File: src/rtl/apb_reg_bank_pkg.sv
// Shared definitions for the APB register bank: register map, STATUS layout
// and the CTRL bit that triggers the start pulse.
package apb_reg_bank_pkg;

    localparam int REG_STATUS = 0;
    localparam int REG_CTRL   = 1;
    localparam int REG_TXDATA = 2;
    localparam int REG_ADDR   = 3;
    localparam int REG_CMD    = 4;
    localparam int REG_RXDATA = 5;

    localparam int ST_TX_FULL      = 0;
    localparam int ST_TX_EMPTY     = 1;
    localparam int ST_RX_FULL      = 2;
    localparam int ST_RX_EMPTY     = 3;
    localparam int ST_TX_OVF       = 4;
    localparam int ST_RX_OVF       = 5;
    localparam int ST_TX_COUNT_LSB = 8;

    localparam int CTRL_START_BIT = 4;

    // The STATUS count field is only 8 bits wide; deeper FIFOs clamp at 255.
    function automatic logic [7:0] sat_u8(input logic [31:0] v);
        return (v > 32'd255) ? 8'hFF : v[7:0];
    endfunction

endpackage

File: src/rtl/apb_reg_bank_if.sv
// APB bus bundle between a bus master and the register bank.
interface apb_reg_bank_if #(
    parameter int ADDRESSWIDTH = 3,
    parameter int DATAWIDTH    = 16
);
    logic [ADDRESSWIDTH-1:0] PADDR_i;
    logic [DATAWIDTH-1:0]    PWDATA_i;
    logic                    PWRITE_i;
    logic                    PSELx_i;
    logic                    PENABLE_i;
    logic [DATAWIDTH-1:0]    PRDATA_o;
    logic                    PREADY_o;

    modport master (
        output PADDR_i, PWDATA_i, PWRITE_i, PSELx_i, PENABLE_i,
        input  PRDATA_o, PREADY_o
    );

    modport slave (
        input  PADDR_i, PWDATA_i, PWRITE_i, PSELx_i, PENABLE_i,
        output PRDATA_o, PREADY_o
    );
endinterface

File: src/rtl/apb_reg_bank_sync_fifo.sv
// Single-clock FIFO with first-word fall-through head; push is refused when
// full (even if a pop happens the same cycle), pop is ignored when empty.
module sync_fifo #(
    parameter int WIDTH = 16,
    parameter int DEPTH = 16
) (
    input  logic                   clk,
    input  logic                   rst_n,
    input  logic                   push,
    input  logic                   pop,
    input  logic [WIDTH-1:0]       din,
    output logic                   full,
    output logic                   empty,
    output logic [$clog2(DEPTH):0] count,
    output logic [WIDTH-1:0]       head
);
    localparam int AW = $clog2(DEPTH);
    localparam logic [AW:0]   CNT_ONE  = {{AW{1'b0}}, 1'b1};
    localparam logic [AW:0]   CNT_FULL = (AW + 1)'(DEPTH);
    localparam logic [AW-1:0] PTR_ONE  = {{(AW - 1){1'b0}}, 1'b1};

    logic [WIDTH-1:0] mem_q [DEPTH];
    logic [AW-1:0]    wr_ptr_q, wr_ptr_d;
    logic [AW-1:0]    rd_ptr_q, rd_ptr_d;
    logic [AW:0]      count_q, count_d;
    logic             do_push, do_pop;

    assign full    = (count_q == CNT_FULL);
    assign empty   = (count_q == '0);
    assign count   = count_q;
    assign do_push = push & ~full;
    assign do_pop  = pop & ~empty;
    assign head    = empty ? '0 : mem_q[rd_ptr_q];

    // Pointers wrap naturally because DEPTH is a power of two.
    always_comb begin
        wr_ptr_d = wr_ptr_q;
        rd_ptr_d = rd_ptr_q;
        count_d  = count_q;
        if (do_push) wr_ptr_d = wr_ptr_q + PTR_ONE;
        if (do_pop)  rd_ptr_d = rd_ptr_q + PTR_ONE;
        if (do_push && !do_pop)      count_d = count_q + CNT_ONE;
        else if (do_pop && !do_push) count_d = count_q - CNT_ONE;
    end

    always_ff @(posedge clk) begin
        if (!rst_n) begin
            wr_ptr_q <= '0;
            rd_ptr_q <= '0;
            count_q  <= '0;
        end else begin
            wr_ptr_q <= wr_ptr_d;
            rd_ptr_q <= rd_ptr_d;
            count_q  <= count_d;
        end
    end

    always_ff @(posedge clk) begin
        if (do_push) mem_q[wr_ptr_q] <= din;
    end

endmodule

File: src/rtl/apb_reg_bank.sv
// APB register bank in front of the lift-controller TX/RX core: control,
// address and command registers plus TX and RX word FIFOs.
module apb_reg_bank
    import apb_reg_bank_pkg::*;
#(
    parameter int ADDRESSWIDTH = 3,
    parameter int DATAWIDTH    = 16,
    parameter int FIFO_DEPTH   = 16
) (
    input  logic                 PCLK,
    input  logic                 PRESETn,
    apb_reg_bank_if.slave        apb,
    output logic [7:0]           ctrl_o,
    output logic [7:0]           cfg_addr_o,
    output logic [15:0]          cfg_cmd_o,
    output logic                 start_o,
    output logic [DATAWIDTH-1:0] tx_data_o,
    output logic                 tx_valid_o,
    input  logic                 tx_ready_i,
    input  logic [DATAWIDTH-1:0] rx_data_i,
    input  logic                 rx_valid_i
);
    localparam int CW = $clog2(FIFO_DEPTH) + 1;

    logic [7:0]  ctrl_q, ctrl_d;
    logic [7:0]  addr_q, addr_d;
    logic [15:0] cmd_q, cmd_d;
    logic        start_q, start_d;
    logic        tx_ovf_q, tx_ovf_d;
    logic        rx_ovf_q, rx_ovf_d;

    logic access, wr_commit, rd_access;
    logic sel_status, sel_ctrl, sel_txdata, sel_addr, sel_cmd, sel_rxdata;

    logic                 tx_push, tx_full, tx_empty;
    logic [CW-1:0]        tx_count;
    logic [DATAWIDTH-1:0] tx_head;
    logic                 rx_pop, rx_full, rx_empty;
    logic [CW-1:0]        rx_count;
    logic [DATAWIDTH-1:0] rx_head;

    logic [15:0]          status_w;
    logic [DATAWIDTH-1:0] rdata;

    assign access       = apb.PSELx_i & apb.PENABLE_i;
    assign apb.PREADY_o = access;
    assign wr_commit    = access & apb.PWRITE_i & apb.PREADY_o;
    assign rd_access    = access & ~apb.PWRITE_i;

    assign sel_status = (apb.PADDR_i == ADDRESSWIDTH'(REG_STATUS));
    assign sel_ctrl   = (apb.PADDR_i == ADDRESSWIDTH'(REG_CTRL));
    assign sel_txdata = (apb.PADDR_i == ADDRESSWIDTH'(REG_TXDATA));
    assign sel_addr   = (apb.PADDR_i == ADDRESSWIDTH'(REG_ADDR));
    assign sel_cmd    = (apb.PADDR_i == ADDRESSWIDTH'(REG_CMD));
    assign sel_rxdata = (apb.PADDR_i == ADDRESSWIDTH'(REG_RXDATA));

    assign tx_push = wr_commit & sel_txdata;
    assign rx_pop  = rd_access & sel_rxdata & (rx_count != '0);

    sync_fifo #(.WIDTH(DATAWIDTH), .DEPTH(FIFO_DEPTH)) u_tx_fifo (
        .clk   (PCLK),
        .rst_n (PRESETn),
        .push  (tx_push),
        .pop   (tx_ready_i),
        .din   (apb.PWDATA_i),
        .full  (tx_full),
        .empty (tx_empty),
        .count (tx_count),
        .head  (tx_head)
    );

    sync_fifo #(.WIDTH(DATAWIDTH), .DEPTH(FIFO_DEPTH)) u_rx_fifo (
        .clk   (PCLK),
        .rst_n (PRESETn),
        .push  (rx_valid_i),
        .pop   (rx_pop),
        .din   (rx_data_i),
        .full  (rx_full),
        .empty (rx_empty),
        .count (rx_count),
        .head  (rx_head)
    );

    always_comb begin
        ctrl_d   = ctrl_q;
        addr_d   = addr_q;
        cmd_d    = cmd_q;
        start_d  = 1'b0;
        tx_ovf_d = tx_ovf_q;
        rx_ovf_d = rx_ovf_q;
        if (wr_commit) begin
            if (sel_status) begin
                if (apb.PWDATA_i[ST_TX_OVF]) tx_ovf_d = 1'b0;
                if (apb.PWDATA_i[ST_RX_OVF]) rx_ovf_d = 1'b0;
            end
            if (sel_ctrl) begin
                ctrl_d  = 8'(apb.PWDATA_i);
                start_d = apb.PWDATA_i[CTRL_START_BIT] & ~ctrl_q[CTRL_START_BIT];
            end
            if (sel_addr) addr_d = 8'(apb.PWDATA_i);
            if (sel_cmd)  cmd_d  = 16'(apb.PWDATA_i);
        end
        // A fresh overflow wins over a same-cycle clear so no event is lost.
        if (tx_push && tx_full)    tx_ovf_d = 1'b1;
        if (rx_valid_i && rx_full) rx_ovf_d = 1'b1;
    end

    always_ff @(posedge PCLK) begin
        if (!PRESETn) begin
            ctrl_q   <= '0;
            addr_q   <= '0;
            cmd_q    <= '0;
            start_q  <= 1'b0;
            tx_ovf_q <= 1'b0;
            rx_ovf_q <= 1'b0;
        end else begin
            ctrl_q   <= ctrl_d;
            addr_q   <= addr_d;
            cmd_q    <= cmd_d;
            start_q  <= start_d;
            tx_ovf_q <= tx_ovf_d;
            rx_ovf_q <= rx_ovf_d;
        end
    end

    always_comb begin
        status_w                            = '0;
        status_w[ST_TX_FULL]                = tx_full;
        status_w[ST_TX_EMPTY]               = tx_empty;
        status_w[ST_RX_FULL]                = rx_full;
        status_w[ST_RX_EMPTY]               = rx_empty;
        status_w[ST_TX_OVF]                 = tx_ovf_q;
        status_w[ST_RX_OVF]                 = rx_ovf_q;
        status_w[ST_TX_COUNT_LSB +: 8]      = sat_u8(32'(tx_count));
    end

    // Read data is held at zero during reset and outside the access phase.
    always_comb begin
        rdata = '0;
        if (PRESETn && access) begin
            if (sel_status)      rdata = DATAWIDTH'(status_w);
            else if (sel_ctrl)   rdata = DATAWIDTH'(ctrl_q);
            else if (sel_addr)   rdata = DATAWIDTH'(addr_q);
            else if (sel_cmd)    rdata = DATAWIDTH'(cmd_q);
            else if (sel_rxdata) rdata = rx_head;
        end
    end

    assign apb.PRDATA_o = rdata;
    assign ctrl_o       = ctrl_q;
    assign cfg_addr_o   = addr_q;
    assign cfg_cmd_o    = cmd_q;
    assign start_o      = start_q;
    assign tx_data_o    = tx_head;
    assign tx_valid_o   = ~tx_empty;

endmodule

File: src/flat_wrapper.sv
// flat-port wrapper written by rule: the top's interface ports become plain ports
module apb_reg_bank_flat import apb_reg_bank_pkg::*;
#(
    parameter int ADDRESSWIDTH = 3,
    parameter int DATAWIDTH    = 16,
    parameter int FIFO_DEPTH   = 16
)
  (PCLK, PRESETn, ctrl_o, cfg_addr_o, cfg_cmd_o, start_o, tx_data_o, tx_valid_o, tx_ready_i, rx_data_i, rx_valid_i, apb_PADDR_i, apb_PWDATA_i, apb_PWRITE_i, apb_PSELx_i, apb_PENABLE_i, apb_PRDATA_o, apb_PREADY_o);
  apb_reg_bank_if #(.ADDRESSWIDTH(ADDRESSWIDTH), .DATAWIDTH(DATAWIDTH)) apb_i ();
  input  logic PCLK;
  input  logic PRESETn;
  output logic [7:0] ctrl_o;
  output logic [7:0] cfg_addr_o;
  output logic [15:0] cfg_cmd_o;
  output logic start_o;
  output logic [DATAWIDTH-1:0] tx_data_o;
  output logic tx_valid_o;
  input  logic tx_ready_i;
  input  logic [DATAWIDTH-1:0] rx_data_i;
  input  logic rx_valid_i;
  input wire logic [$bits(apb_i.PADDR_i)-1:0] apb_PADDR_i;
  input wire logic [$bits(apb_i.PWDATA_i)-1:0] apb_PWDATA_i;
  input wire logic [$bits(apb_i.PWRITE_i)-1:0] apb_PWRITE_i;
  input wire logic [$bits(apb_i.PSELx_i)-1:0] apb_PSELx_i;
  input wire logic [$bits(apb_i.PENABLE_i)-1:0] apb_PENABLE_i;
  output wire logic [$bits(apb_i.PRDATA_o)-1:0] apb_PRDATA_o;
  output wire logic [$bits(apb_i.PREADY_o)-1:0] apb_PREADY_o;
  assign apb_i.PADDR_i = apb_PADDR_i;
  assign apb_i.PWDATA_i = apb_PWDATA_i;
  assign apb_i.PWRITE_i = apb_PWRITE_i;
  assign apb_i.PSELx_i = apb_PSELx_i;
  assign apb_i.PENABLE_i = apb_PENABLE_i;
  assign apb_PRDATA_o = apb_i.PRDATA_o;
  assign apb_PREADY_o = apb_i.PREADY_o;
  apb_reg_bank #(.ADDRESSWIDTH(ADDRESSWIDTH), .DATAWIDTH(DATAWIDTH), .FIFO_DEPTH(FIFO_DEPTH)) u_core (.PCLK(PCLK), .PRESETn(PRESETn), .apb(apb_i), .ctrl_o(ctrl_o), .cfg_addr_o(cfg_addr_o), .cfg_cmd_o(cfg_cmd_o), .start_o(start_o), .tx_data_o(tx_data_o), .tx_valid_o(tx_valid_o), .tx_ready_i(tx_ready_i), .rx_data_i(rx_data_i), .rx_valid_i(rx_valid_i));
endmodule
File: config.mk
export PLATFORM = sky130hd
export DESIGN_NAME = apb_reg_bank_flat
export DESIGN_NICKNAME = d
export VERILOG_FILES = /design/src/rtl/apb_reg_bank_pkg.sv /design/src/rtl/apb_reg_bank_if.sv /design/src/rtl/apb_reg_bank_sync_fifo.sv /design/src/rtl/apb_reg_bank.sv /design/src/flat_wrapper.sv
export SDC_FILE = /design/constraint.sdc
export NUM_CORES = 1
export LEC_CHECK = 0
export CAP_MARGIN = 20
export CORE_ASPECT_RATIO = 1.2
export CORE_UTILIZATION = 54
export DETAILED_ROUTE_END_ITERATION = 12
export PLACE_DENSITY = 0.75
export SLEW_MARGIN = 15
export SYNTH_ARGS = -nofsm -noshare
export SYNTH_HDL_FRONTEND = slang
export SYNTH_SLANG_ARGS = --single-unit
File: constraint.sdc
create_clock -name PCLK -period 3.3 [get_ports PCLK]
set_input_delay 0.99 -clock PCLK [delete_from_list [all_inputs] [get_ports PCLK]]
set_output_delay 0.99 -clock PCLK [all_outputs]
set_load 0.005 [all_outputs]
---- Word level (Yosys, flattened, before mapping) ----
Memories as Yosys holds them, arrays and structs flattened. A register that Yosys moved wholly into a read port is not among the register bits.
Cells that the tools add are included.
cells by class
  $add $sub $neg .......................... 8
  equal/unequal tests ..................... 7
  mux-type cells .......................... 28
  bitwise gates (word level) .............. 18
  reductions and logical operators ........ 29
operator list
  operator             number
  $mux 16              8
  $mux 5               4
  $add 4x1->4 const B  4
  $mux 4               4
  $reduce_bool 2->1    8
  $and 1x1->1          12
  $mux 1               12
  $add 5x1->5 const B  2
  $eq 5x5->1 const B   2
  $logic_not 5->1      2
  $sub 5x1->5 const B  2
  $reduce_and 3->1     3
  $logic_and 1x1->1    7
  $eq 3x2->1 const B   2
  $eq 3x3->1 const B   2
  $not 1->1            6
  $reduce_and 2->1     3
  $reduce_bool 5->1    1
  $logic_not 1->1      4
  $eq 3x1->1 const B   1
  $logic_not 3->1      1
word-level totals
  register bits ........................... 61
  memory bits (writable) .................. 512
  bits of input ports ..................... 42
  memories ................................ 2
memories
  memory                  depth  bits a word  rd ports  clocked after memory_dff  write ports  line                          source
  u_core.u_rx_fifo.mem_q  16     16           1         1                         1            apb_reg_bank_sync_fifo.sv:22  logic [WIDTH-1:0] mem_q [DEPTH];
  u_core.u_tx_fifo.mem_q  16     16           1         1                         1            apb_reg_bank_sync_fifo.sv:22

---- Depth between registers and ports, before layout ----
Gate-level depths: netlist (run 1).
  word-level depth ........................ 9
  mapped depth ............................ 12

---- By module ----
From an unflattened synthesis (run 1), not the netlist that was laid out.
second synthesis, totals
  cells, all modules ...................... 1233
  area total of the unflattened synthesis .. 23324.9 um^2
by module, submodules not included
  module        instances  cells each  area each (um^2)  sequential area each (um^2)
  sync_fifo     2          500         10701.5           8027.7
  apb_reg_bank  1          233         1921.8            700.7

---- Worst setup path before layout (run 1) ----
OpenSTA, ideal clock, no wires.
  path kind ............................... input-to-reg
  start ................................... in apb_PADDR_i[0]
  end ..................................... mem u_core.u_tx_fifo.mem_q[4][0], enable pin
  arrival time ............................ 2.874 ns
  path slack .............................. 0.017 ns
  cell stages on the path ................. 4
  cells stage by stage .................... nand4bb_1 -> a211oi_4 -> nand2_1 -> nor3_1
on the way
  longest elaborated chain between the ends .. 5
ends and longest elaborated chain
  element                       line                          source
  start, declared               flat_wrapper.sv:21            input wire logic [$bits(apb_i.PADDR_i)-1:0] apb_PADDR_i;
  $eq 3x2->1                    apb_reg_bank.sv:52            assign sel_txdata = (apb.PADDR_i == ADDRESSWIDTH'(REG_TXDATA));
  $and 1x1->1                   apb_reg_bank.sv:57            assign tx_push = wr_commit & sel_txdata;
  $and 1x1->1                   apb_reg_bank_sync_fifo.sv:31  assign do_push = push & ~full;
  net u_core.u_tx_fifo.do_push  apb_reg_bank_sync_fifo.sv:26  logic do_push, do_pop;
  $mux 1                        apb_reg_bank_sync_fifo.sv:59  if (do_push) mem_q[wr_ptr_q] <= din;
  $mux 1 (not written as such)  apb_reg_bank_sync_fifo.sv:59
  end, declared                 apb_reg_bank_sync_fifo.sv:22
The timed path passes the listed nets, and every way through them passes these cells.

==> results of run 1 <==
cells in the final DEF (no fill, tap or decap), types with 16 or more instances in the layout:
cell type / netlist / final
buf_6: 2 / 27
nor2_1: 47 / 30
and2_1: 32 / 28
edfxtp_1: 512 / 512
clkdlybuf4s50_1: 0 / 70
o21ai_0: 26 / 19
a21oi_1: 17 / 17
clkbuf_16: 0 / 55
nand2_1: 73 / 61
inv_1: 20 / 19
buf_12: 0 / 38
mux2i_2: 0 / 16
buf_4: 2 / 105
buf_2: 27 / 31
mux4_2: 124 / 124
a21boi_0: 19 / 19
dfxtp_1: 69 / 64
nor2b_1: 24 / 22
mux2i_1: 91 / 72
nor2_2: 0 / 17
ha_1: 19 / 19
worst max-delay path by stage:
stage	startpoint	endpoint	slack, ps	depth (start not counted)
finish	flip-flop	apb_PRDATA_o[11]	-220	9
global route	flip-flop	apb_PRDATA_o[9]	-290	9
CTS	flip-flop	apb_PRDATA_o[10]	-270	9
detailed placement	apb_PADDR_i[0]	apb_PRDATA_o[6]	-1090	7
global placement	apb_PADDR_i[0]	apb_PRDATA_o[2]	-980	7
floorplan	apb_PADDR_i[0]	u_core.u_tx_fifo.mem_q[4][0]$_DFFE_PP_	20	4
metal layers:
metal / up-vias / track usage [%]
li1: 5586 / -
met1: 6625 / 32.1
met2: 556 / 46.0
met3: 123 / 3.95
met4: 2 / 11.8
met5: - / 0
stage by stage:
stage / total power, uW / TNS (ps) / setup slack, ps / std cells / instance area [um2]
floorplan: 9840 / 0 / 16.8 / 1264 / 23300
global placement: 10900 / -25850 / -977 / 1966 / 26000
detailed placement: 11000 / -46290 / -1090 / 1966 / 26000
CTS: 17700 / -3690 / -266 / 2133 / 29000
global route: 18200 / -4070 / -286 / 2139 / 29000
finish: 17700 / -2510 / -221 / 2139 / 29000
registers in the layout, summed over array words and instances, names as in the netlist, named ones only:
register	count
u_core.u_tx_fifo.rd_ptr_q	4
u_core.u_rx_fifo.rd_ptr_q	4
u_core.u_rx_fifo.mem_q	256
u_core.start_o	1
u_core.u_rx_fifo.count	5
u_core.u_tx_fifo.mem_q	256
u_core.ctrl_o	8
u_core.cfg_addr_o	8
u_core.tx_ovf_q	1
u_core.u_rx_fifo.wr_ptr_q	4
u_core.rx_ovf_q	1
u_core.cfg_cmd_o	16
u_core.u_tx_fifo.wr_ptr_q	4
u_core.u_tx_fifo.count	5
area by class of cell:
type,count,share of cell area (%)
Tap cell,546,2.35
Clock buffer,68,5.04
Clock inverter,33,1.31
Sequential cell,581,57.7
Antenna cell,4,0.0345
Multi-Input combinational cell,597,22.8
Inverter,20,0.258
Timing Repair Buffer,290,10.5
cell families (layout without fill, tap and decap cells):
logic type,Yosys count,count (layout),synth area share [%]
flops,581,581,72.1
mux,222,222,16.3
simple gates,216,216,4.62
compound gates,122,122,3.61
buf+inv,86,411,1.66
fa+ha+maj,21,21,1.19
xor+xnor,16,16,0.603
other cells,0,4,0
cells in the mapped netlist (7+ instances only):
library cell / instances / area (um2)
edfxtp_1: 512 / 15400
inv_1: 20 / 75.1
a21boi_0: 19 / 143
nand2_1: 73 / 274
a22oi_1: 10 / 75.1
nand3_1: 7 / 35.0
nor2b_1: 24 / 150
dfxtp_1: 69 / 1380
o22ai_1: 16 / 100
clkbuf_1: 26 / 97.6
xnor2_1: 12 / 105
mux2_2: 7 / 78.8
o21ai_0: 26 / 130
ha_1: 19 / 238
buf_2: 27 / 135
nor3_1: 9 / 45.0
o221ai_1: 7 / 61.3
mux4_2: 124 / 2790
nor2_1: 47 / 176
and2_1: 32 / 200
mux2i_1: 91 / 911
a21oi_1: 17 / 85.1
critical path, delay by kind of cell (launching register included):
family	cells	cell delay (ps)
compound gates	2	220
flops	1	390
mux	2	680
buf+inv	5	630
where the power goes:
part	total, uW	switching, uW	internal [uW]
sequential	8270	121	8150
clock	6420	2640	3780
combinational	2960	1450	1520
total	17700	4210	13400
timing repair:
item | in CTS | in global routing
gates resized for setup | 284 | 36
endpoints found under the hold margin | 0 | 0
endpoints found under the setup margin | 34 | 32
gates cloned | 7 | 0
setup buffers | 67 | 13
hold buffers | 0 | 0
pin swaps | 49 | 19
==> run metrics, run 1 <==
num rows=82; H-tree depth=2; DR WL/cell=26.6 um; worst hold path class=reg2reg; Mean Syn Cell Area=18.4 um2; CP Capture Type=output pin; startpoint types=flip-flop; metal3 WL=3.41 mm; Crit path required time=2310 ps; failing checks=setup timing; RSZ-0062 raised after global routing=true; reg2reg setup slack=630 ps; final hold vios=0; number of buffers added on ports=108; Seq/Total Area, Yosys=72.1%; Async S/R FF share, synth=0%; met1 WL=20.9 mm; status=finished, violations left; Finish-stage setup viols=26; yosys warns=0; Final period util=107%; Critical-path top delay cell=mux4_2; clock slew at reported path FFs=60 ps; final hold slack=505 ps; min-delay src=u_core.cfg_cmd_o[5]$_SDFFE_PN0P_; DR iter-0 viols=1204; CP max FO=5; initial antenna violation count=5; Max-Cap Viols=0; Layout area overhead=24.9%; DIE WIDTH=191 um; count of state elements after synthesis=581; DRT antenna net count=0; critical path, cell by cell=buf_4 -> buf_6 -> buf_16 -> buf_4 -> mux4_2 -> mux2i_1 -> o22a_1 -> o21ai_0 -> buf_2; Vias=12900; share of layout cells above drive strength 1=33.9%; nets=1607; Post-synth EDFFs=512; Clock Latency Late Sink=610 ps; CTS Buffer Depth=3; Register Area=16800 um2; distinct cell type count after synthesis=51; uppermost layer routed=met5; Post-Route Utilization=68.9%; Worst R2R Start=u_core.u_tx_fifo.count[1]$_SDFFE_PN0P_; Synth Instances=1264; vias in the first global route=13300; Root Buffer=clkbuf_16; number of CTS-inserted buffers=54; fin crit period=3520 ps; GRT Residual Overflow=0; DP Wirelength=35.2 mm; Pwr per Cell Area=608 nW/um2; Peak supply drop=0.000546 V; Leakage=0.00961 uW; WL met2=30.5 mm; Die H=229 um; hold endpoint=u_core.cfg_cmd_o[5]$_SDFFE_PN0P_; Final WS setup=-221 ps; worst r2r dst=u_core.u_tx_fifo.count[4]$_SDFFE_PN0P_; Slew Limit Fails=0; footprint of the multi-input gates=6620 um2; Fmax=0.284 GHz; drt total wl=56.8 mm; Main synth FF type=edfxtp_1; die area=43900 um2; critical path class=reg2out; number of fill cells=2557; Crit path arrival time=2530 ps; Initial DRT Pass Iterations=5; Hold Path Stages=2; clk_skew=26.3 ps; vias per inst=6.03; Post-Syn Nets=1327; Syn Std Cell Area=23300 um2; CTS sink count=581; first-pass GRT wire length=83.4 mm; CP most frequent cell=buf_4; pin count of the biggest net entering global routing=66; core footprint=42200 um2; DRC=0; GPL Wtd Cong=0.867; CTS tree=built; Tightest Pin Transition=761 ps; Slew headroom=49.1%; overall routing resource usage=26.3%; Worst path max stage delay=500 ps; R2R depth=10; Ports=109; Initial Utilization=55.1%
Note: power is estimated with default switching activity, not from simulation.
==> run 2: changes to the inputs <==
CORE_UTILIZATION = 60   (was 54)
GPL_TIMING_DRIVEN = 0   (was not set)
PLACE_DENSITY = 0.79   (was 0.75)
clock period = 4 ns   (was 3.3 ns; I/O delays follow)
==> run 2 against run 1 <==
Compared with the run above:
- the flow now finishes without violations
- highest routed layer unchanged
- hold slack lost 16 ps
- sequential share of layout area up 3.0 points
- wire length fell by 3.0%
- critical endpoint is now apb_PRDATA_o[7]
- die area decreased by 9.9%
==> run metrics, run 2 (same netlist as run 1, synthesis figures left out) <==
Die H=218 um (was 229 um); core footprint=38000 um2 (was 42200 um2); Finished Layout Cells=1997 (was 2139); vias in the first global route=12900 (was 13300); Ports=109 (unchanged); GRT Residual Overflow=0 (unchanged); CTS Buffer Depth=3 (unchanged); placed cells=1883 (was 1966); DR iter-0 viols=1336 (was 1204); R2R depth=9 (was 10); startpoint types=primary input (was flip-flop); status=complete, no violations (was finished, violations left); worst r2r dst=u_core.u_rx_fifo.count[4]$_SDFFE_PN0P_ (was u_core.u_tx_fifo.count[4]$_SDFFE_PN0P_); Crit path arrival time=2790 ps (was 2530 ps); die area=39600 um2 (was 43900 um2); DRC=0 (unchanged); number of buffers added on ports=108 (unchanged); clock share of power=35.4% (was 36.4%); initial antenna violation count=1 (was 5); final hold vios=0 (unchanged); overall routing resource usage=28.8% (was 26.3%); CP max FO=8 (was 5); vias per inst=6.36 (was 6.03); reg2reg setup slack=910 ps (was 630 ps); Pint=10600 uW (was 13400 uW); Initial DRT Pass Iterations=5 (unchanged); Slew headroom=33.3% (was 49.1%); Reg power frac=49.2% (was 46.9%); pin count of the biggest net entering global routing=22 (was 66); Tightest Pin Transition=997 ps (was 761 ps); sw frac=23.6% (was 23.8%); num rows=78 (was 82); Register Area=16800 um2 (about the same); Root Buffer=clkbuf_16 (unchanged); first-pass GRT wire length=81.6 mm (was 83.4 mm); CP Capture Type=output pin (unchanged); Leakage=0.00891 uW (was 0.00961 uW); Slew Limit Fails=0 (unchanged); number of fill cells=2166 (was 2557); CTS sink count=581 (unchanged); drt total wl=55.1 mm (was 56.8 mm); Initial Utilization=61.3% (was 55.1%); Clock Latency Late Sink=580 ps (was 610 ps); Psw=3280 uW (was 4210 uW); Post-Route Utilization=72.7% (was 68.9%); Worst R2R Start=u_core.u_rx_fifo.count[0]$_SDFFE_PN0P_ (was u_core.u_tx_fifo.count[1]$_SDFFE_PN0P_); CTS tree=built (unchanged); nets=1538 (was 1607); number of CTS-inserted buffers=52 (was 54); most frequent cells in the layout=edfxtp_1, mux4_2, clkdlybuf4s50_1 (was edfxtp_1, mux4_2, buf_4); Hold Path Stages=2 (unchanged); total power=13900 uW (was 17700 uW); Vias=12700 (was 12900); Crit path required time=2800 ps (was 2310 ps); min-delay src=u_core.u_rx_fifo.rd_ptr_q[3]$_SDFFE_PN0P_ (was u_core.cfg_cmd_o[5]$_SDFFE_PN0P_); DIE WIDTH=182 um (was 191 um); DP Wirelength=36.4 mm (was 35.2 mm); combinational share of power=15.4% (was 16.8%); Pwr per Cell Area=502 nW/um2 (was 608 nW/um2); DR WL/cell=27.6 um (was 26.6 um); clock slew at reported path FFs=60 ps (about the same); GPL Wtd Cong=0.860 (was 0.867); footprint of the multi-input gates=6500 um2 (was 6620 um2); Finish-stage setup viols=0 (was 26); Layout area overhead=18.7% (was 24.9%); worst hold path class=reg2reg (unchanged); fin crit period=3990 ps; H-tree depth=2 (unchanged); critical path class=in2out (was reg2out); share of layout cells above drive strength 1=26.5% (was 33.9%); Peak supply drop=0.000401 V (was 0.000546 V); DRT antenna net count=0 (unchanged); commonest non-fill, non-tap cell in the layout=edfxtp_1 (unchanged); clk_skew=22.2 ps (was 26.3 ps); Fmax=0.251 GHz; Final period util=99.7%; Max-Cap Viols=0 (unchanged)
## run 2: cell types whose count changed in the layout (fill, tap and decap cells not counted), sizes merged, moves of 3 or more
cell / previous run / this run
bufinv: 8 / 3
buf: 216 / 95
clkdlybuf4s50: 70 / 86
diode: 4 / 1
clkbuf: 69 / 107
dlygate4sd2: 2 / 6
## run 2: layer usage
metal  share of wire [%]  global-route usage [%]  vias up
met5               0.024                       0        -
met4                 4.6                    13.6        2
met3                 8.1                    4.59      157
met2                  51                    49.7      690
met1                  36                    35.9     6422
li1                    -                       -     5434
## run 2: timing repair
item | 4_1_cts | 5_1_grt
gates resized for setup | 158 | 41
setup buffers | 18 | 2
cloned | 1 | 0
hold buffers | 0 | 0
pin swaps | 13 | 10
setup endpoints to repair | 32 | 25
## run 2: power groups by stage
stage	logic, uW	registers [uW]	clock network, uW
floorplan	1200	6920	0
global placement	1900	6940	0
detailed placement	1980	6940	0
CTS	2100	6820	4960
global route	2280	6830	5200
finish	2130	6830	4910
## run 2: how the worst max path moves through the flow
stage,startpoint,to,slack [ps],cells after the start
after floorplan,apb_PADDR_i[1],apb_PRDATA_o[10],500,5
after CTS,flip-flop,tx_data_o[1],-20,6
after detailed placement,apb_PADDR_i[0],apb_PRDATA_o[9],-1200,7
after global routing,apb_PSELx_i,apb_PRDATA_o[2],-20,8
after global placement,rx_valid_i,u_core.u_rx_fifo.mem_q[3][11]$_DFFE_PP_,-1580,4
final,apb_PADDR_i[0],apb_PRDATA_o[7],10,9
## run 2: worst max-delay path: stages
cell and delay, ps:
clkbuf_4 170, nand3b_1 150, buf_6 160, a211oi_4 340, nand2_4 130, buf_4 160
o22a_1 210, o21ai_1 110, buf_2 150
## run 2: metrics by stage
| stage | setup WS [ps] | hold slack, ps | setup TNS, ps | area [um2] |
|---|---|---|---|---|
| after detailed placement | -1200 | 489 | -27910 | 25400 |
| after global placement | -1580 | 467 | -303510 | 24900 |
| after CTS | -24.6 | 492 | -97.2 | 27500 |
| final | 10.5 | 490 | 0 | 27600 |
| after global routing | -23.7 | 533 | -44.1 | 27600 |
| after floorplan | 505 | 456 | 0 | 23300 |
## run 2: final cells by class
| class | instances | area share [%] |
|---|---|---|
| Sequential cell | 581 | 60.7 |
| Clock inverter | 23 | 0.684 |
| Multi-Input combinational cell | 598 | 23.6 |
| Antenna cell | 1 | 0.00907 |
| Tap cell | 480 | 2.18 |
| Clock buffer | 72 | 5.44 |
| Timing Repair Buffer | 159 | 5.57 |
| Buffer | 63 | 1.56 |
| Inverter | 20 | 0.272 |
